--- src/rtl/hdmi_pattern_gen.sv ---
// Video timing generator (h/v counters, syncs, data enable) with four selectable
// test patterns: solid colour, colour bars, checkerboard and a moving white bar.
module hdmi_pattern_gen #(
    parameter int unsigned H_ACTIVE = 640,
    parameter int unsigned H_FP     = 16,
    parameter int unsigned H_SYNC   = 96,
    parameter int unsigned H_BP     = 48,
    parameter int unsigned V_ACTIVE = 480,
    parameter int unsigned V_FP     = 10,
    parameter int unsigned V_SYNC   = 2,
    parameter int unsigned V_BP     = 33,
    parameter logic        SYNC_POL = 1'b0,
    parameter int unsigned CHK_LOG2 = 5,
    parameter int unsigned BAR_W    = 16
) (
    input  logic        clk_low,
    input  logic        reset_n,
    input  logic [1:0]  mode,
    input  logic [23:0] solid_rgb,
    output logic [7:0]  red,
    output logic [7:0]  green,
    output logic [7:0]  blue,
    output logic        hsync,
    output logic        vsync,
    output logic        de,
    output logic        frame_start,
    output logic [15:0] frame_cnt
);

    localparam int unsigned H_TOTAL = H_ACTIVE + H_FP + H_SYNC + H_BP;
    localparam int unsigned V_TOTAL = V_ACTIVE + V_FP + V_SYNC + V_BP;
    localparam int unsigned HW      = (H_TOTAL > 1) ? $clog2(H_TOTAL) : 1;
    localparam int unsigned VW      = (V_TOTAL > 1) ? $clog2(V_TOTAL) : 1;
    localparam int unsigned SEG_W   = H_ACTIVE / 8;
    localparam int unsigned SW      = (SEG_W > 1) ? $clog2(SEG_W) : 1;

    localparam logic [HW-1:0] H_LAST   = HW'(H_TOTAL - 1);
    localparam logic [VW-1:0] V_LAST   = VW'(V_TOTAL - 1);
    localparam logic [SW-1:0] SEG_LAST = SW'(SEG_W - 1);
    localparam logic [HW-1:0] BAR_LAST = HW'(H_ACTIVE - 1);

    typedef enum logic [1:0] {
        MODE_SOLID   = 2'd0,
        MODE_BARS    = 2'd1,
        MODE_CHECKER = 2'd2,
        MODE_MOVING  = 2'd3
    } mode_e;

    // Timing and pattern state
    logic          r_run;
    logic [HW-1:0] r_h_cnt;
    logic [VW-1:0] r_v_cnt;
    logic [SW-1:0] r_seg_cnt;
    logic [2:0]    r_seg_idx;
    logic [HW-1:0] r_bar_pos;
    logic [15:0]   r_frame_cnt;
    mode_e         r_mode;
    logic [23:0]   r_solid;

    logic          w_h_last;
    logic          w_v_last;
    logic          w_origin;
    logic          w_frame_wrap;
    mode_e         w_mode;
    logic [23:0]   w_solid;
    logic [31:0]   w_h32;
    logic [31:0]   w_v32;
    logic [31:0]   w_bar_lo;
    logic [31:0]   w_bar_hi;
    logic          w_de;
    logic          w_hs_act;
    logic          w_vs_act;
    logic          w_chk;
    logic          w_in_bar;
    logic [23:0]   w_rgb;

    assign w_h_last     = (r_h_cnt == H_LAST);
    assign w_v_last     = (r_v_cnt == V_LAST);
    assign w_origin     = (r_h_cnt == '0) && (r_v_cnt == '0);
    assign w_frame_wrap = w_h_last && w_v_last;

    // The frame's first pixel already uses the value being latched at (0,0).
    assign w_mode  = w_origin ? mode_e'(mode) : r_mode;
    assign w_solid = w_origin ? solid_rgb     : r_solid;

    assign w_h32    = 32'(r_h_cnt);
    assign w_v32    = 32'(r_v_cnt);
    assign w_bar_lo = 32'(r_bar_pos);
    assign w_bar_hi = 32'(r_bar_pos) + BAR_W;

    assign w_de     = (w_h32 < H_ACTIVE) && (w_v32 < V_ACTIVE);
    assign w_hs_act = (w_h32 >= H_ACTIVE + H_FP) && (w_h32 < H_ACTIVE + H_FP + H_SYNC);
    assign w_vs_act = (w_v32 >= V_ACTIVE + V_FP) && (w_v32 < V_ACTIVE + V_FP + V_SYNC);
    assign w_chk    = w_h32[CHK_LOG2] ^ w_v32[CHK_LOG2];
    // Clipping of the bar at H_ACTIVE comes for free from the de gating below.
    assign w_in_bar = (w_h32 >= w_bar_lo) && (w_h32 < w_bar_hi);

    // r_run holds the counters at (0,0) for one edge after reset release.
    // NOTE: sequential state uses non-blocking assignments so every register
    // samples the pre-edge values, independent of statement order.
    always_ff @(posedge clk_low or negedge reset_n) begin
        if (!reset_n) begin
            r_run       <= 1'b0;
            r_h_cnt     <= '0;
            r_v_cnt     <= '0;
            r_seg_cnt   <= '0;
            r_seg_idx   <= '0;
            r_bar_pos   <= '0;
            r_frame_cnt <= '0;
            r_mode      <= MODE_SOLID;
            r_solid     <= '0;
        end else if (!r_run) begin
            r_run <= 1'b1;
        end else begin
            if (w_origin) begin
                r_mode  <= mode_e'(mode);
                r_solid <= solid_rgb;
            end

            if (w_h_last) begin
                r_h_cnt <= '0;
                r_v_cnt <= w_v_last ? '0 : r_v_cnt + 1'b1;
            end else begin
                r_h_cnt <= r_h_cnt + 1'b1;
            end

            // Segment counter tracks h_cnt so the bar index needs no divider.
            if (w_h_last) begin
                r_seg_cnt <= '0;
                r_seg_idx <= '0;
            end else if (r_seg_cnt == SEG_LAST) begin
                r_seg_cnt <= '0;
                r_seg_idx <= r_seg_idx + 3'd1;
            end else begin
                r_seg_cnt <= r_seg_cnt + 1'b1;
            end

            if (w_frame_wrap) begin
                r_bar_pos   <= (r_bar_pos == BAR_LAST) ? '0 : r_bar_pos + 1'b1;
                r_frame_cnt <= r_frame_cnt + 16'd1;
            end
        end
    end

    // NOTE: the colour defaults to black before the case so no path leaves
    // w_rgb unassigned, which would otherwise infer a latch.
    always_comb begin
        w_rgb = 24'h000000;
        if (w_de) begin
            case (w_mode)
                MODE_SOLID:   w_rgb = w_solid;
                MODE_BARS:    w_rgb = {{8{~r_seg_idx[1]}}, {8{~r_seg_idx[2]}}, {8{~r_seg_idx[0]}}};
                MODE_CHECKER: w_rgb = w_chk ? 24'h000000 : 24'hFFFFFF;
                MODE_MOVING:  w_rgb = w_in_bar ? 24'hFFFFFF : 24'h000000;
                default:      w_rgb = 24'h000000;
            endcase
        end
    end

    always_ff @(posedge clk_low or negedge reset_n) begin
        if (!reset_n) begin
            red         <= '0;
            green       <= '0;
            blue        <= '0;
            hsync       <= ~SYNC_POL;
            vsync       <= ~SYNC_POL;
            de          <= 1'b0;
            frame_start <= 1'b0;
        end else if (r_run) begin
            red         <= w_rgb[23:16];
            green       <= w_rgb[15:8];
            blue        <= w_rgb[7:0];
            hsync       <= w_hs_act ? SYNC_POL : ~SYNC_POL;
            vsync       <= w_vs_act ? SYNC_POL : ~SYNC_POL;
            de          <= w_de;
            frame_start <= w_origin;
        end
    end

    assign frame_cnt = r_frame_cnt;

endmodule
--- config.mk ---
export PLATFORM = sky130hd
export DESIGN_NAME = hdmi_pattern_gen
export DESIGN_NICKNAME = d
export VERILOG_FILES = /design/src/rtl/hdmi_pattern_gen.sv
export SDC_FILE = /design/constraint.sdc
export NUM_CORES = 1
export LEC_CHECK = 0
export ABC_AREA = 1
export BUFFER_PORTS_ARGS = -buffer_cell sky130_fd_sc_hd__buf_2
export CAP_MARGIN = 0
export CORE_MARGIN = 10
export CORE_UTILIZATION = 50
export CTS_CLUSTER_SIZE = 10
export DETAILED_ROUTE_END_ITERATION = 8
export GPL_ROUTABILITY_DRIVEN = 0
export GPL_TIMING_DRIVEN = 0
export MAX_ROUTING_LAYER = met4
export PLACE_DENSITY = 0.7
export SYNTH_ARGS = -nofsm -noshare
export SYNTH_HDL_FRONTEND = slang
export SYNTH_SLANG_ARGS = --single-unit
--- constraint.sdc ---
create_clock -name clk_low -period 5 [get_ports clk_low]
set_input_delay 1.5 -clock clk_low [delete_from_list [all_inputs] [get_ports clk_low]]
set_output_delay 1.5 -clock clk_low [all_outputs]
set_load 0.03 [all_outputs]
# ---- Yosys cells after proc, flatten, opt, wreduce, memory -nomap -nowiden
# Cells that the tools add are included.
dict set report classes {
  n_addsub 7
  magnitude_cmp 8
  n_eq_ne 7
  mux 15
  bitwise_logic 4
  n_reduce_logical 13
}
# operator n
set ops {}
lappend ops {{two-way mux 24 bit} 4}
lappend ops {{one-hot mux 24 bit (4 select lines)} 1}
lappend ops {{adder 10 x 1 -> 10 bit, second input constant} 3}
lappend ops {{== test 10 bit, second input constant} 3}
lappend ops {{two-way mux 10 bit} 3}
lappend ops {{logical NOT 10 bit} 2}
lappend ops {{< comparator 10 bit, second input constant} 2}
lappend ops {{< comparator 10 x 9 -> 1 bit, second input constant} 2}
lappend ops {{adder 16 x 1 -> 16 bit, second input constant} 1}
lappend ops {{two-way mux 7 bit} 2}
lappend ops {{adder 10 x 5 -> 11 bit, second input constant} 1}
lappend ops {{< comparator 10 x 11 -> 1 bit} 1}
lappend ops {{>= comparator 10 bit} 1}
lappend ops {{>= comparator 10 bit, second input constant} 1}
lappend ops {{>= comparator 10 x 9 -> 1 bit, second input constant} 1}
lappend ops {{adder 7 x 1 -> 7 bit, second input constant} 1}
lappend ops {{== test 7 bit, second input constant} 1}
lappend ops {{logical AND 1 bit} 6}
lappend ops {{two-way mux 3 bit} 2}
lappend ops {{AND reduction 2 bit} 3}
lappend ops {{== test 2 bit, second input constant} 2}
lappend ops {{adder 3 x 1 -> 3 bit, second input constant} 1}
lappend ops {{inverter 1 bit} 3}
lappend ops {{== test 2 x 1 -> 1 bit, second input constant} 1}
lappend ops {{5 further kinds} 6}
dict set report word_totals {
  regBits 111
  in_bits 28
  out_inout_bits 44
  elab_cells 70
}

# ---- Depth between registers and ports, before layout
dict set report logic_depth {
  depth_word 6
  mapped_depth 15
  ltp_nobuf 14
}

# ---- Least setup slack after synthesis
# No wires, ideal clock.
dict set report synth_path {
  path_kind {input-to-reg}
  from {in mode[0]}
  to {reg blue[4]}
  setup_time_ps 117
  arrival_ps 2242
  required_time_ps 4883
  setup_slack_ps 2641
  cell_stages 9
  path_buffers 1
  path_cell_list {inv_1 -> nand4_1 -> nand2_2 -> nand2_4 -> buf_6 -> nor2_1 -> nor2_1 -> nand2_1 -> nand2_1}
}
dict set report synth_between {
  elab_chain_cells 4
  word_cells_on_any_way 7
}
# item line
set synth_lines {}
lappend synth_lines {{from (decl)} 18} ;# input logic [1:0] mode,
lappend synth_lines {{two-way mux 2 bit (*)} -}
lappend synth_lines {{== test 2 bit, or another cell as far along} 150} ;# case (w_mode)
lappend synth_lines {{one-hot mux 24 bit (4 select lines) (*)} 150}
lappend synth_lines {{two-way mux 24 bit (*)} 149} ;# if (w_de) begin
lappend synth_lines {{to (signal assigned)} 172} ;# blue <= w_rgb[7:0];
lappend synth_lines {{to (decl)} 22} ;# output logic [7:0] blue,
# Every way passes the cells marked *; elsewhere a longest branch is shown, timed or not.
# A chain may end at the register's enable or synchronous reset.

# ---- Final worst setup path
dict set report layout_path {
  from {reg vsync}
  to {out vsync}
}
# item line
set layout_rtl {}
lappend layout_rtl {{from (decl)} 24} ;# output logic vsync,
lappend layout_rtl {{from (signal assigned)} 166} ;# vsync <= ~SYNC_POL;
lappend layout_rtl {{from (signal assigned)} 174} ;# vsync <= w_vs_act ? SYNC_POL : ~SYNC_POL;
# No word-level cell between the ends.

==> impl_metrics.json <==
{
  "netlist_area_sq_um": 6180,
  "slowest_stage": "dfstp_2",
  "hp-class": "reg2reg",
  "cp-start-kind": "flop",
  "synth_nets": 832,
  "n_antenna_cell": 0,
  "final-instance-count-excl-fill": 1034,
  "yosysTopAreaCell": "dfrtp_1",
  "port_buffers": 71,
  "drc": 0,
  "sw_frac_of_total_pct": 41.2,
  "place_area_sq_um": 6780,
  "critPathCapture": "vsync",
  "yosys.area.top_type_share_pct": 44.1,
  "worstReg2RegStart": "r_bar_pos[5]",
  "dieArea_sq_um": 17200,
  "synth_ff_type": "dfrtp_1",
  "cts_buffers": 9,
  "holdCritStartpoint": "frame_cnt[15]",
  "fmax_mhz": 385,
  "cts_root_buf": "clkbuf_16",
  "peakVddDrop_mv": 0.279,
  "rows": 40,
  "synth_commonest_cells": "nand2_1, dfrtp_1, nor2_1",
  "combinationalPowerShare_pct": 39.1,
  "htree_levels": 3,
  "synth_edf_count": 0,
  "clk_pin_slew_ns": 0.08,
  "setup_viol": 0,
  "p_clk_share_pct": 22.0,
  "crit_family": "flip-flops",
  "power_density_nw_per_um2": 479,
  "drv_slew": 0,
  "drive_gt1_share_pct": 15.2,
  "place_inst": 1018,
  "antenna_found_initial": 0,
  "synth_most_common_cell": "nand2_1",
  "synthCells": 778,
  "cts_hold_buf": 0,
  "met3_usage_pct": 3.24,
  "hpwl_um": 11000,
  "leakage_nw": 3.68,
  "fin_skew_ns": 0.0119,
  "syn2layout_area_growth_pct": 14.4,
  "pre_cts_slack_ns": 2.37,
  "synth.avg_cell_area_sq_um": 7.95,
  "finalNetCount": 915,
  "grt_first_pass_wirelength_um": 25100,
  "outcome": "completed",
  "clk_latency_ns": 0.37,
  "p_sw_mw": 1.40,
  "die_y_um": 131,
  "clockBufferDepth": 2,
  "netlist_top_cells_area": "dfrtp_1, nand2_1, nor2_1, ha_1, inv_1",
  "drt-pass1-iter-count": 5,
  "viasPerCell": 5.14,
  "max_cap_violations": 0,
  "wl_um": 14600,
  "setup.worst_path.start": "vsync",
  "finalWorstSetupSlack_ns": 2.40,
  "crit_path_end_kind": "output port",
  "synth_seq_area_share_pct": 45.0,
  "min_path_cells": 1,
  "crit_type": "reg2out",
  "clock-sinks": 111,
  "grt_max_degree": 57,
  "fin_area_sq_um": 7080,
  "wl_per_cell_um": 14.1,
  "ys_warn_count": 0,
  "grt_overflow": 0,
  "async_reset_ff_share_pct": 100,
  "p_int_mw": 1.99,
  "grt_usage_pct": 17.7,
  "rsz0062_at_grt": "no",
  "cp_num_cells": 1,
  "met2_usage_pct": 28.0,
  "cts_tree": "built",
  "arrival_ns": 1.10,
  "grt_pass1_vias": 5153,
  "worst-r2r-cell-count": 13,
  "top_usage_layer": "met2",
  "initial_core_util_pct": 51.3,
  "rrSetupSlack_ns": 2.54,
  "critPathMaxFanout": 2,
  "cp_num_buf_inv": 1,
  "ys_ff_latch": 111,
  "worst_r2r_endpoint": "green[7]",
  "max_stage_delay_ns": 0.54,
  "die_x_um": 131,
  "synthDistinctLibCells": 43,
  "grt_use_met1_pct": 22.4,
  "fin_util_pct": 58.7,
  "period_share_pct": 52.0,
  "cp.required_ns": 3.50,
  "p_seq_share_pct": 38.9,
  "io_pins": 72,
  "worst_slew_pin_slew_ns": 0.758,
  "fin_setup_tns_ns": 0,
  "crit_chain": "buf_2",
  "slew_headroom_pct": 49.5,
  "hold_viol": 0,
  "layout_min_cycle_time_ns": 2.60,
  "ant_nets": 0,
  "postCtsSetupRepairBufs": 0,
  "placeableCoreArea_sq_um": 12100,
  "initialDrtViolationCount": 372,
  "detailroute.via_count": 5316,
  "ctsResizeCount": 0
}
## flip-flops by register name, indices dropped and copies added, names as in the netlist, 8 cells and up
register	count
blue	8
frame_cnt	16
green	8
r_bar_pos	10
r_h_cnt	10
r_solid	24
r_v_cnt	10
red	8
## worst min-delay path by stage
stage	slack (ns)	endpoint
2_1_floorplan	0.45	r_mode[0]
3_3_place_gp	0.45	frame_cnt[15]
3_5_place_dp	0.45	frame_cnt[15]
4_1_cts	0.47	frame_cnt[15]
5_1_grt	0.48	frame_cnt[15]
6_report	0.47	frame_cnt[15]
## final cells by class
type / instances / area (sq um)
fill: 1107 / 4980
sequential: 111 / 2780
clock buffer: 11 / 233
clock inverter: 5 / 63.8
buffer: 21 / 116
timing repair buffer: 72 / 385
multi-input combinational: 556 / 2950
tap: 168 / 210
inverter: 90 / 340
## per-layer routing
metal | part of all wire (%) | up-vias
met3 | 3.6 | 19
met4 | 1.7 | 0
met5 | 0 | -
met1 | 47 | 2511
li1 | - | 2658
met2 | 48 | 128
## cell families (layout without fill, tap and decap cells)
logic type | after synthesis | after routing | share of synthesized area [%]
AO/OA/AOI/OAI | 110 | 110 | 9.51
adder cells (fa/ha/maj) | 26 | 26 | 5.26
XOR/XNOR | 30 | 30 | 4.25
buffers and inverters | 111 | 199 | 7.38
flip-flops | 111 | 111 | 45.0
AND/OR/NAND/NOR | 389 | 389 | 28.6
other | 1 | 1 | 0.0606
## power by group through the flow
stage / Combinational (mW) / Sequential (mW) / Clock (mW)
floorplan: 0.789 / 1.50 / 0
global placement: 1.30 / 1.31 / 0
detailed placement: 1.33 / 1.33 / 0
CTS: 1.34 / 1.32 / 0.763
global route: 1.50 / 1.35 / 0.795
finish: 1.33 / 1.32 / 0.746
## through the flow
step	hold WS, ns	power (mW)
4_1_cts	0.467	3.42
3_3_place_gp	0.451	2.61
6_report	0.470	3.39
5_1_grt	0.483	3.64
3_5_place_dp	0.453	2.66
2_1_floorplan	0.453	2.29
## placed cells by master, fill, tap and decap left out, drive strengths merged
| cell type | synthesis | routed |
|---|---|---|
| a2111oi | 1 | 1 |
| a211oi | 1 | 1 |
| a21boi | 1 | 1 |
| a21oi | 23 | 23 |
| a31oi | 1 | 1 |
| a41oi | 2 | 2 |
| and3 | 1 | 1 |
| buf | 9 | 81 |
| bufinv | 0 | 1 |
| clkbuf | 12 | 23 |
| clkinv | 1 | 2 |
| conb | 1 | 1 |
| dfrtp | 109 | 109 |
| dfstp | 2 | 2 |
| ha | 26 | 26 |
| inv | 89 | 92 |
| nand2 | 218 | 218 |
| nand3 | 34 | 34 |
| nand3b | 1 | 1 |
| nand4 | 20 | 20 |
| nor2 | 103 | 103 |
| nor3 | 7 | 7 |
| nor3b | 2 | 2 |
| nor4 | 3 | 3 |
| o21a | 3 | 3 |
| o21ai | 73 | 73 |
| o21bai | 1 | 1 |
| o31ai | 4 | 4 |
| xnor2 | 13 | 13 |
| xor2 | 17 | 17 |
(Power assumes the default switching activity.)
